File: config.mk
export PLATFORM = sky130hd
export DESIGN_NAME = step_decoder_flat
export DESIGN_NICKNAME = d
export VERILOG_FILES = /design/src/rtl/step_decoder_if.sv /design/src/rtl/step_decoder.sv /design/src/flat_wrapper.sv
export SDC_FILE = /design/constraint.sdc
export NUM_CORES = 1
export LEC_CHECK = 0
export ABC_AREA = 1
export BUFFER_PORTS_ARGS = -buffer_cell sky130_fd_sc_hd__buf_4
export CORE_UTILIZATION = 62
export DETAILED_ROUTE_END_ITERATION = 10
export HOLD_SLACK_MARGIN = 0.1
export PLACE_DENSITY = 0.95
export SETUP_SLACK_MARGIN = 0.4
export SLEW_MARGIN = 20
export SYNTH_ARGS = -nofsm -noshare
export SYNTH_HDL_FRONTEND = slang
export SYNTH_SLANG_ARGS = --single-unit
File: constraint.sdc
create_clock -name clk -period 5.1 [get_ports clk]
set_input_delay 0 -clock clk [delete_from_list [all_inputs] [get_ports clk]]
set_output_delay 0 -clock clk [all_outputs]
set_load 0.02 [all_outputs]
File: src/rtl/step_decoder_if.sv
// Sample stream into the step decoder and its lock/error status back out.
// Inputs qualified by in_vld; status is registered by the slave side.
interface step_decoder_if;
   logic        restart;
   logic        in_vld;
   logic [11:0] in_val;
   logic        locked;
   logic [1:0]  Xmode;
   logic [11:0] delta;
   logic        err;
   logic [7:0]  err_cnt;

   modport master (
      output restart, in_vld, in_val,
      input  locked, Xmode, delta, err, err_cnt
   );

   modport slave (
      input  restart, in_vld, in_val,
      output locked, Xmode, delta, err, err_cnt
   );
endinterface

File: src/rtl/step_decoder.sv
// Locks onto a repeating counter step (0/1/4/8) and flags deviations; 1-cycle registered latency.
// No backpressure: every in_vld sample is consumed, idle cycles (in_vld=0) freeze all state.
module step_decoder #(
   parameter int LOCK_CNT = 4,
   parameter int MISS_MAX = 2
) (
   input  logic         clk,
   input  logic         rst,
   step_decoder_if.slave sif
);

   typedef enum logic [1:0] {IDLE, ACQ, LOCK} state_t;

   state_t      state_q, state_d;
   logic [11:0] prev_q, prev_d;
   logic [11:0] delta_q, delta_d;
   logic        cand_vld_q, cand_vld_d;
   logic [1:0]  cand_q, cand_d;
   logic [3:0]  match_q, match_d;
   logic [3:0]  miss_q, miss_d;
   logic [1:0]  xmode_q, xmode_d;
   logic        locked_q, locked_d;
   logic        err_q, err_d;
   logic [7:0]  err_cnt_q, err_cnt_d;

   logic [11:0] diff;
   logic        legal;
   logic [1:0]  code;
   logic [11:0] lock_step;
   logic [3:0]  match_inc;
   logic [3:0]  miss_inc;
   logic [7:0]  err_cnt_inc;

   assign diff        = sif.in_val - prev_q;
   assign match_inc   = match_q + 4'd1;
   assign miss_inc    = miss_q + 4'd1;
   assign err_cnt_inc = (err_cnt_q == 8'hFF) ? err_cnt_q : err_cnt_q + 8'd1;

   always_comb begin
      legal = 1'b1;
      code  = 2'b00;
      case (diff)
         12'd0:   code = 2'b00;
         12'd1:   code = 2'b01;
         12'd4:   code = 2'b10;
         12'd8:   code = 2'b11;
         default: legal = 1'b0;
      endcase
   end

   always_comb begin
      case (xmode_q)
         2'b00:   lock_step = 12'd0;
         2'b01:   lock_step = 12'd1;
         2'b10:   lock_step = 12'd4;
         default: lock_step = 12'd8;
      endcase
   end

   always_comb begin
      state_d    = state_q;
      prev_d     = prev_q;
      delta_d    = delta_q;
      cand_vld_d = cand_vld_q;
      cand_d     = cand_q;
      match_d    = match_q;
      miss_d     = miss_q;
      xmode_d    = xmode_q;
      locked_d   = locked_q;
      err_d      = 1'b0;
      err_cnt_d  = err_cnt_q;

      if (sif.restart) begin
         // Drop history but keep err_cnt and the last decoded Xmode.
         state_d    = IDLE;
         locked_d   = 1'b0;
         cand_vld_d = 1'b0;
         match_d    = 4'd0;
         miss_d     = 4'd0;
      end else if (sif.in_vld) begin
         case (state_q)
            IDLE: begin
               prev_d     = sif.in_val;
               state_d    = ACQ;
               cand_vld_d = 1'b0;
               match_d    = 4'd0;
            end
            ACQ: begin
               prev_d  = sif.in_val;
               delta_d = diff;
               if (legal) begin
                  if (cand_vld_q && code == cand_q) begin
                     match_d = match_inc;
                  end else begin
                     cand_d     = code;
                     cand_vld_d = 1'b1;
                     match_d    = 4'd1;
                  end
                  if (match_d == 4'(LOCK_CNT)) begin
                     state_d  = LOCK;
                     xmode_d  = cand_d;
                     locked_d = 1'b1;
                     miss_d   = 4'd0;
                  end
               end else begin
                  cand_vld_d = 1'b0;
                  match_d    = 4'd0;
                  err_d      = 1'b1;
                  err_cnt_d  = err_cnt_inc;
               end
            end
            LOCK: begin
               prev_d  = sif.in_val;
               delta_d = diff;
               if (diff == lock_step) begin
                  miss_d = 4'd0;
               end else begin
                  err_d     = 1'b1;
                  err_cnt_d = err_cnt_inc;
                  miss_d    = miss_inc;
                  if (miss_inc == 4'(MISS_MAX)) begin
                     state_d    = ACQ;
                     locked_d   = 1'b0;
                     cand_vld_d = 1'b0;
                     match_d    = 4'd0;
                     miss_d     = 4'd0;
                  end
               end
            end
            default: state_d = IDLE;
         endcase
      end
   end

   always_ff @(posedge clk) begin
      if (rst) begin
         state_q    <= IDLE;
         prev_q     <= 12'd0;
         delta_q    <= 12'd0;
         cand_vld_q <= 1'b0;
         cand_q     <= 2'b00;
         match_q    <= 4'd0;
         miss_q     <= 4'd0;
         xmode_q    <= 2'b00;
         locked_q   <= 1'b0;
         err_q      <= 1'b0;
         err_cnt_q  <= 8'd0;
      end else begin
         state_q    <= state_d;
         prev_q     <= prev_d;
         delta_q    <= delta_d;
         cand_vld_q <= cand_vld_d;
         cand_q     <= cand_d;
         match_q    <= match_d;
         miss_q     <= miss_d;
         xmode_q    <= xmode_d;
         locked_q   <= locked_d;
         err_q      <= err_d;
         err_cnt_q  <= err_cnt_d;
      end
   end

   assign sif.locked  = locked_q;
   assign sif.Xmode   = xmode_q;
   assign sif.delta   = delta_q;
   assign sif.err     = err_q;
   assign sif.err_cnt = err_cnt_q;

endmodule

File: src/flat_wrapper.sv
// flat-port wrapper written by rule: the top's interface ports become plain ports
module step_decoder_flat 
#(
   parameter int LOCK_CNT = 4,
   parameter int MISS_MAX = 2
)
  (clk, rst, sif_restart, sif_in_vld, sif_in_val, sif_locked, sif_Xmode, sif_delta, sif_err, sif_err_cnt);
  step_decoder_if sif_i ();
  input  logic clk;
  input  logic rst;
  input wire logic [$bits(sif_i.restart)-1:0] sif_restart;
  input wire logic [$bits(sif_i.in_vld)-1:0] sif_in_vld;
  input wire logic [$bits(sif_i.in_val)-1:0] sif_in_val;
  output wire logic [$bits(sif_i.locked)-1:0] sif_locked;
  output wire logic [$bits(sif_i.Xmode)-1:0] sif_Xmode;
  output wire logic [$bits(sif_i.delta)-1:0] sif_delta;
  output wire logic [$bits(sif_i.err)-1:0] sif_err;
  output wire logic [$bits(sif_i.err_cnt)-1:0] sif_err_cnt;
  assign sif_i.restart = sif_restart;
  assign sif_i.in_vld = sif_in_vld;
  assign sif_i.in_val = sif_in_val;
  assign sif_locked = sif_i.locked;
  assign sif_Xmode = sif_i.Xmode;
  assign sif_delta = sif_i.delta;
  assign sif_err = sif_i.err;
  assign sif_err_cnt = sif_i.err_cnt;
  step_decoder #(.LOCK_CNT(LOCK_CNT), .MISS_MAX(MISS_MAX)) u_core (.clk(clk), .rst(rst), .sif(sif_i));
endmodule
# Yosys cells after proc, flatten, opt, wreduce, memory -nomap -nowiden
# Cells that the tools add are included.
# W data, S select, Z words.
[op_classes]
add_sub_neg = 4
reduce_logical = 21
bitwise = 2
muxes = 38
n_eq_ne = 18
[op_table]
columns = ["cell", "count"]
rows = [
  ["$mux W4", 12],
  ["$mux W8", 3],
  ["$pmux W4 S3", 2],
  ["$reduce_and A5 Y1", 4],
  ["$pmux W8 S2", 1],
  ["$eq A12 B1 Y1 const B", 1],
  ["$eq A12 B3 Y1 const B", 1],
  ["$eq A12 B4 Y1", 1],
  ["$eq A12 B4 Y1 const B", 1],
  ["$logic_not A12 Y1", 1],
  ["$pmux W2 S3", 2],
  ["$reduce_and A4 Y1", 3],
  ["$sub A12 B12 Y12", 1],
  ["$mux W2", 5],
  ["$mux W1", 9],
  ["$add A4 B1 Y4 const B", 2],
  ["$add A8 B1 Y8 const B", 1],
  ["$eq A8 B8 Y1 const B", 1],
  ["$pmux W4 S2", 1],
  ["$ne A2 B1 Y1 const B", 3],
  ["$reduce_and A3 Y1", 2],
  ["$reduce_and A6 Y1", 1],
  ["$reduce_or A3 Y1", 2],
  ["$eq A2 B1 Y1 const B", 2],
  ["15 further kinds", 21],
]
[word_totals]
word_cells = 94
in_bits = 16
register_bits = 49
output_inout_bits = 24

# Logic depth before layout (Yosys ltp)
[logic_depth]
word_depth = 14
depth_mapped = 23
mapped_depth_nobuf = 22

# Worst setup path before layout
# Ideal clock, no wire load.
[synth_path]
path_type = "reg2reg"
start = "register u_core.prev_q[0]"
end = "register u_core.locked_q, in the netlist u_core.sif.locked"
required_time_ps = 4985
stages_incl_launch_ff = 23
setup_ps = 115
path_slack_ps = 2544
t_arrival_ps = 2441
n_path_buf = 1
synth_period_minus_slack_ps = 2556
cell_sequence = "dfxtp_1 ha_1 inv_1 fa_1 nand2_1 nand3_2 nand3_1 nand2_1 nand2_1 nand2_1 nor2_4 nand2_2 nor2_4 nand2_4 nand2_2 nand3_2 nor2_4 nand4_2 nand2_2 buf_6 nand3_1 nand2_1 nor2_1"
[synth_between]
elab_chain_cells = 13
word_cells_on_any_way = 21
classes_between = "add/sub: 1; eq/ne: 9; mux: 7; reduce/logical: 4"
[synth_lines]
columns = ["item", "line", "rtl"]
rows = [
  ["start: declaration", "step_decoder.sv:15", "logic [11:0] prev_q, prev_d;"],
  ["start signal: assignment", "step_decoder.sv:150", "prev_q <= prev_d;"],
  ["$sub A12 B12 Y12 (*)", "step_decoder.sv:34", "assign diff = sif.in_val - prev_q;"],
  ["$eq A12 B4 Y1, or another cell as far along", "step_decoder.sv:42", "case (diff)"],
  ["$pmux W2 S3", "step_decoder.sv:42", ""],
  ["$eq A2 B2 Y1", "step_decoder.sv:92", "if (cand_vld_q && code == cand_q) begin"],
  ["$logic_and A1 B1 Y1", "step_decoder.sv:92", ""],
  ["$mux W4", "step_decoder.sv:92", ""],
  ["$mux W4", "step_decoder.sv:91", "if (legal) begin"],
  ["$mux W4", "step_decoder.sv:81", "case (state_q)"],
  ["$mux W4", "step_decoder.sv:80", "end else if (sif.in_vld) begin"],
  ["$mux W4", "step_decoder.sv:73", "if (sif.restart) begin"],
  ["$eq A4 B3 Y1", "step_decoder.sv:99", "if (match_d == 4'(LOCK_CNT)) begin"],
  ["$ne A2 B1 Y1 (no line)", "n/a", ""],
  ["$reduce_and A6 Y1 (no line) (*)", "n/a", ""],
  ["end signal: assignment", "step_decoder.sv:157", "locked_q <= locked_d;"],
  ["end: declaration", "step_decoder.sv:22", "logic locked_q, locked_d;"],
]
# Mark *: on every way between the ends. The rest lies on a longest branch, timed or not. The select of a mux whose other input is x is not followed.
# A chain may end at the register's enable or synchronous reset.

# Worst setup path after layout
[layout_path]
start = "input sif_in_val[0]"
end = "register u_core.match_q[2]"
[layout_between]
elab_chain_cells = 12
word_cells_on_any_way = 20
classes_between = "add/sub: 1; eq/ne: 6; mux: 9; reduce/logical: 4"
[layout_lines]
columns = ["item", "line", "rtl"]
rows = [
  ["start: declaration", "flat_wrapper.sv:13", "input wire logic [$bits(sif_i.in_val)-1:0] sif_in_val;"],
  ["$sub A12 B12 Y12 (*)", "step_decoder.sv:34", ""],
  ["$eq A12 B4 Y1, or another cell as far along", "step_decoder.sv:42", ""],
  ["$pmux W2 S3", "step_decoder.sv:42", ""],
  ["$eq A2 B2 Y1", "step_decoder.sv:92", ""],
  ["$logic_and A1 B1 Y1", "step_decoder.sv:92", ""],
  ["$mux W4", "step_decoder.sv:92", ""],
  ["$mux W4", "step_decoder.sv:91", ""],
  ["$mux W4", "step_decoder.sv:81", ""],
  ["$mux W4", "step_decoder.sv:80", ""],
  ["$mux W4", "step_decoder.sv:73", ""],
  ["$mux W4", "step_decoder.sv:91", ""],
  ["$pmux W4 S3", "step_decoder.sv:81", ""],
  ["end signal: assignment", "step_decoder.sv:154", "match_q <= match_d;"],
  ["end: declaration", "step_decoder.sv:19", "logic [3:0] match_q, match_d;"],
]
# Marks and branches as above.

==> impl_metrics.toml <==
[sta]
slew_violations = 0
finalCritPeriodShare_pct = 58.8
timing.slew.headroom_pct = 46.6
fin_setup_tns_ps = 0
hold_violations = 0
max_freq_mhz = 334
report.final.setup_viol = 0
worst_pin_slew_ps = 800
worst_slack_ps = 2100
post-route-min-period_ps = 3000
finalClockSkew_ps = 11.1
rsz0062_at_grt = "no"

[global_routing]
grt_pass1_vias = 2914
grt_start_max_net_pins = 30
grt_antenna_before_repair = 0
grt.total_usage_pct = 30.1
grt_remaining_overflow = 0
grt_pass1_wl_um = 12500

[outcome]
status = "complete, no violations"

[die]
initial_utilization_pct = 65.5
row_count = 25
boundaryPins = 40
dieArea_mm2 = 0.00535
chipWidth_um = 73.1
die_height_um = 73.1
core_area_mm2 = 0.00479

[drt]
number_of_nets_with_antenna_violations_after_detailed_routing = 0
route.detailed.vias_per_inst = 5.44
initialDrtViolationCount = 195
route.final.wire_length_um = 7410
routed-via-count = 3189
wl_per_cell_um = 12.6
drt-pass1-iter-count = 5
detail_route.drc_violations = 0

[clock_tree]
cts.repair.resized = 0
clockBufferDepth = 2
clk_latency_ps = 310
clkTransAtPathRegs_ps = 90
htreeDepth = 2
numCtsBuffers = 5
ctsRootBufferMaster = "clkbuf_8"
clock_sink_count = 49
tritoncts = "built"

[final_layout]
layout.nets = 554
final_cell_area_mm2 = 0.00369
final_core_util_pct = 77.2
fill_cells = 337
syn_to_final_growth_pct = 17.8
commonest_non_fill_non_tap_cell_in_the_layout = "nand2_1"
stdcell_count = 586
layout.cells.most_common_list = "nand2_1, inv_1, dfxtp_1, nor2_1, buf_4"
antenna_cells = 0
layout-drive-gt1-share_pct = 15.2

[critical_path]
cp.arrival_ps = 3230
cp-startpoint = "sif_in_val[0]"
worstPathRequired_ps = 5330
crit_path_start_kind = "input pin"
path_class = "in2reg"
crit_path_end_kind = "flop"
reg2reg_slack_ps = 2190
worst_setup_path_endpoint = "u_core.match_q[2]$_SDFFE_PP0P_"
critical_path_peak_fanout = 6
r2r_worst_path_depth = 18
timing.rr.start = "u_core.prev_q[0]$_SDFFE_PP0P_"
end_of_the_worst_register_to_register_path = "u_core.match_q[2]$_SDFFE_PP0P_"

[placement]
routabilityCongestion = 0.995
placed_area_mm2 = 0.00347
numPortBuffers = 39
placed_cells = 564
dpl.hpwl_um = 5330
dp_worst_setup_slack_ps = 2300

[synthesis]
synthesis.yosys.warnings = 0
sequential_to_total_area_share_from_yosys_stat_pct = 31.3
netlist-cell-type-count = 32
syn-mean-instance-area_um2 = 6.71
synth.ff_latch_count = 49
netlist_area_mm2 = 0.00314
synthesis.instances = 467
postSynthNetCount = 503

[hold_path]
min_path_type = "in2reg"

[run]
drv_cap = 0

[power]
power_density_over_cell_area_mw_per_mm2 = 231
p_leak_nw = 1.80
ir_worst_vdd_uv = 159
## worst max-delay path: stages
cell           delay [ps]
dlygate4sd3_1         530
buf_4                 130
inv_1                  70
ha_1                  150
inv_1                  70
fa_1                  450
xnor2_2               310
nand3_2               170
nand2_1               100
nor2_1                 50
o21ai_1               140
nor2_1                 50
nand2_1               100
inv_2                  50
nand2_1                80
nand2_1                90
inv_1                 130
nand2_2               130
nor2_2                200
nand3b_1              100
a21oi_1               140
## final cells by class
type                       count  area, um2  share of cell area, %
clock inverter                 2       15.0                  0.406
multi-input combinational    335       1830                   49.5
tap                           67       83.8                   2.27
sequential                    49        981                   26.5
inverter                      73        274                   7.42
timing repair buffer          54        440                   11.9
clock buffer                   6       72.6                   1.96
## cell usage after synthesis
library cell | count | area, um2
a21oi_1 | 39 | 195
a21oi_2 | 2 | 17.5
a31oi_1 | 1 | 6.26
and2_4 | 1 | 8.76
buf_6 | 2 | 22.5
clkbuf_1 | 8 | 30.0
clkinv_1 | 1 | 3.75
dfxtp_1 | 49 | 981
fa_1 | 1 | 20.0
ha_1 | 19 | 238
inv_1 | 68 | 255
inv_2 | 4 | 15.0
nand2_1 | 114 | 428
nand2_2 | 9 | 56.3
nand2_4 | 1 | 11.3
nand3_1 | 33 | 165
nand3_2 | 5 | 50.1
nand3b_1 | 2 | 15.0
nand4_1 | 4 | 25.0
nand4_2 | 1 | 12.5
nor2_1 | 43 | 161
nor2_2 | 2 | 12.5
nor2_4 | 5 | 56.3
nor3_1 | 3 | 15.0
o211ai_1 | 6 | 45.0
o21ai_0 | 24 | 120
o21ai_1 | 2 | 10.0
o21bai_1 | 3 | 22.5
or2_2 | 1 | 6.26
xnor2_1 | 7 | 61.3
xnor2_2 | 1 | 16.3
xor2_1 | 6 | 52.6
## repair_timing
| action | in CTS | in global routing |
|---|---|---|
| hold buffers | 14 | 0 |
| buffers inserted | 0 | 0 |
| endpoints found under the hold margin | 26 | 0 |
## power by group
part           total, mW  internal [mW]  switching (mW)  leakage [nW]
Sequential         0.401          0.395         0.00657         0.398
Combinational      0.226         0.0836           0.142          1.36
Clock              0.228         0.0968           0.131        0.0374
## how the worst min path moves through the flow
| stage | start | endpoint | depth (start not counted) |
|---|---|---|---|
| after detailed placement | rst | u_core.sif.err_cnt[3]$_SDFFE_PP0P_ | 2 |
| after floorplan | sif_in_val[11] | u_core.prev_q[11]$_SDFFE_PP0P_ | 2 |
| final | sif_in_vld | u_core.miss_q[3]$_SDFFE_PP0P_ | 5 |
| after CTS | sif_in_vld | u_core.cand_q[1]$_SDFFE_PP0P_ | 5 |
| after global placement | rst | u_core.sif.err_cnt[2]$_SDFFE_PP0P_ | 2 |
| after global routing | sif_in_vld | u_core.miss_q[3]$_SDFFE_PP0P_ | 5 |
## through the flow
step / hold WS, ps / total power, mW
CTS: 163 / 0.857
global placement: 238 / 0.612
floorplan: 135 / 0.571
finish: 173 / 0.855
detailed placement: 245 / 0.620
global route: 190 / 0.902
## sequential cells by signal, summed over array words and instances, names as in the netlist
register            count
u_core.state_q          2
u_core.sif.Xmode        2
u_core.cand_vld_q       1
u_core.prev_q          12
u_core.cand_q           2
u_core.sif.locked       1
u_core.sif.delta       12
u_core.sif.err_cnt      8
u_core.sif.err          1
u_core.miss_q           4
u_core.match_q          4
## metal layers
| layer | global-route usage (%) | share of wire (%) | vias to the layer above |
|---|---|---|---|
| met4 | 13.5 | 2.3 | 0 |
| met3 | 5.52 | 4.7 | 14 |
| met5 | 0 | 0 | - |
| met1 | 34.8 | 43 | 1469 |
| met2 | 53.6 | 50 | 118 |
| li1 | - | - | 1588 |
## kinds of logic (layout without fill, tap and decap cells)
logic type | Yosys count | count (layout) | share of synthesized area, %
simple gates | 224 | 224 | 32.6
compound gates | 77 | 77 | 13.3
buf+inv | 83 | 135 | 10.4
fa+ha+maj | 20 | 20 | 8.22
xor+xnor | 14 | 14 | 4.15
flops | 49 | 49 | 31.3
No activity file was read; power rests on OpenSTA's default activity.
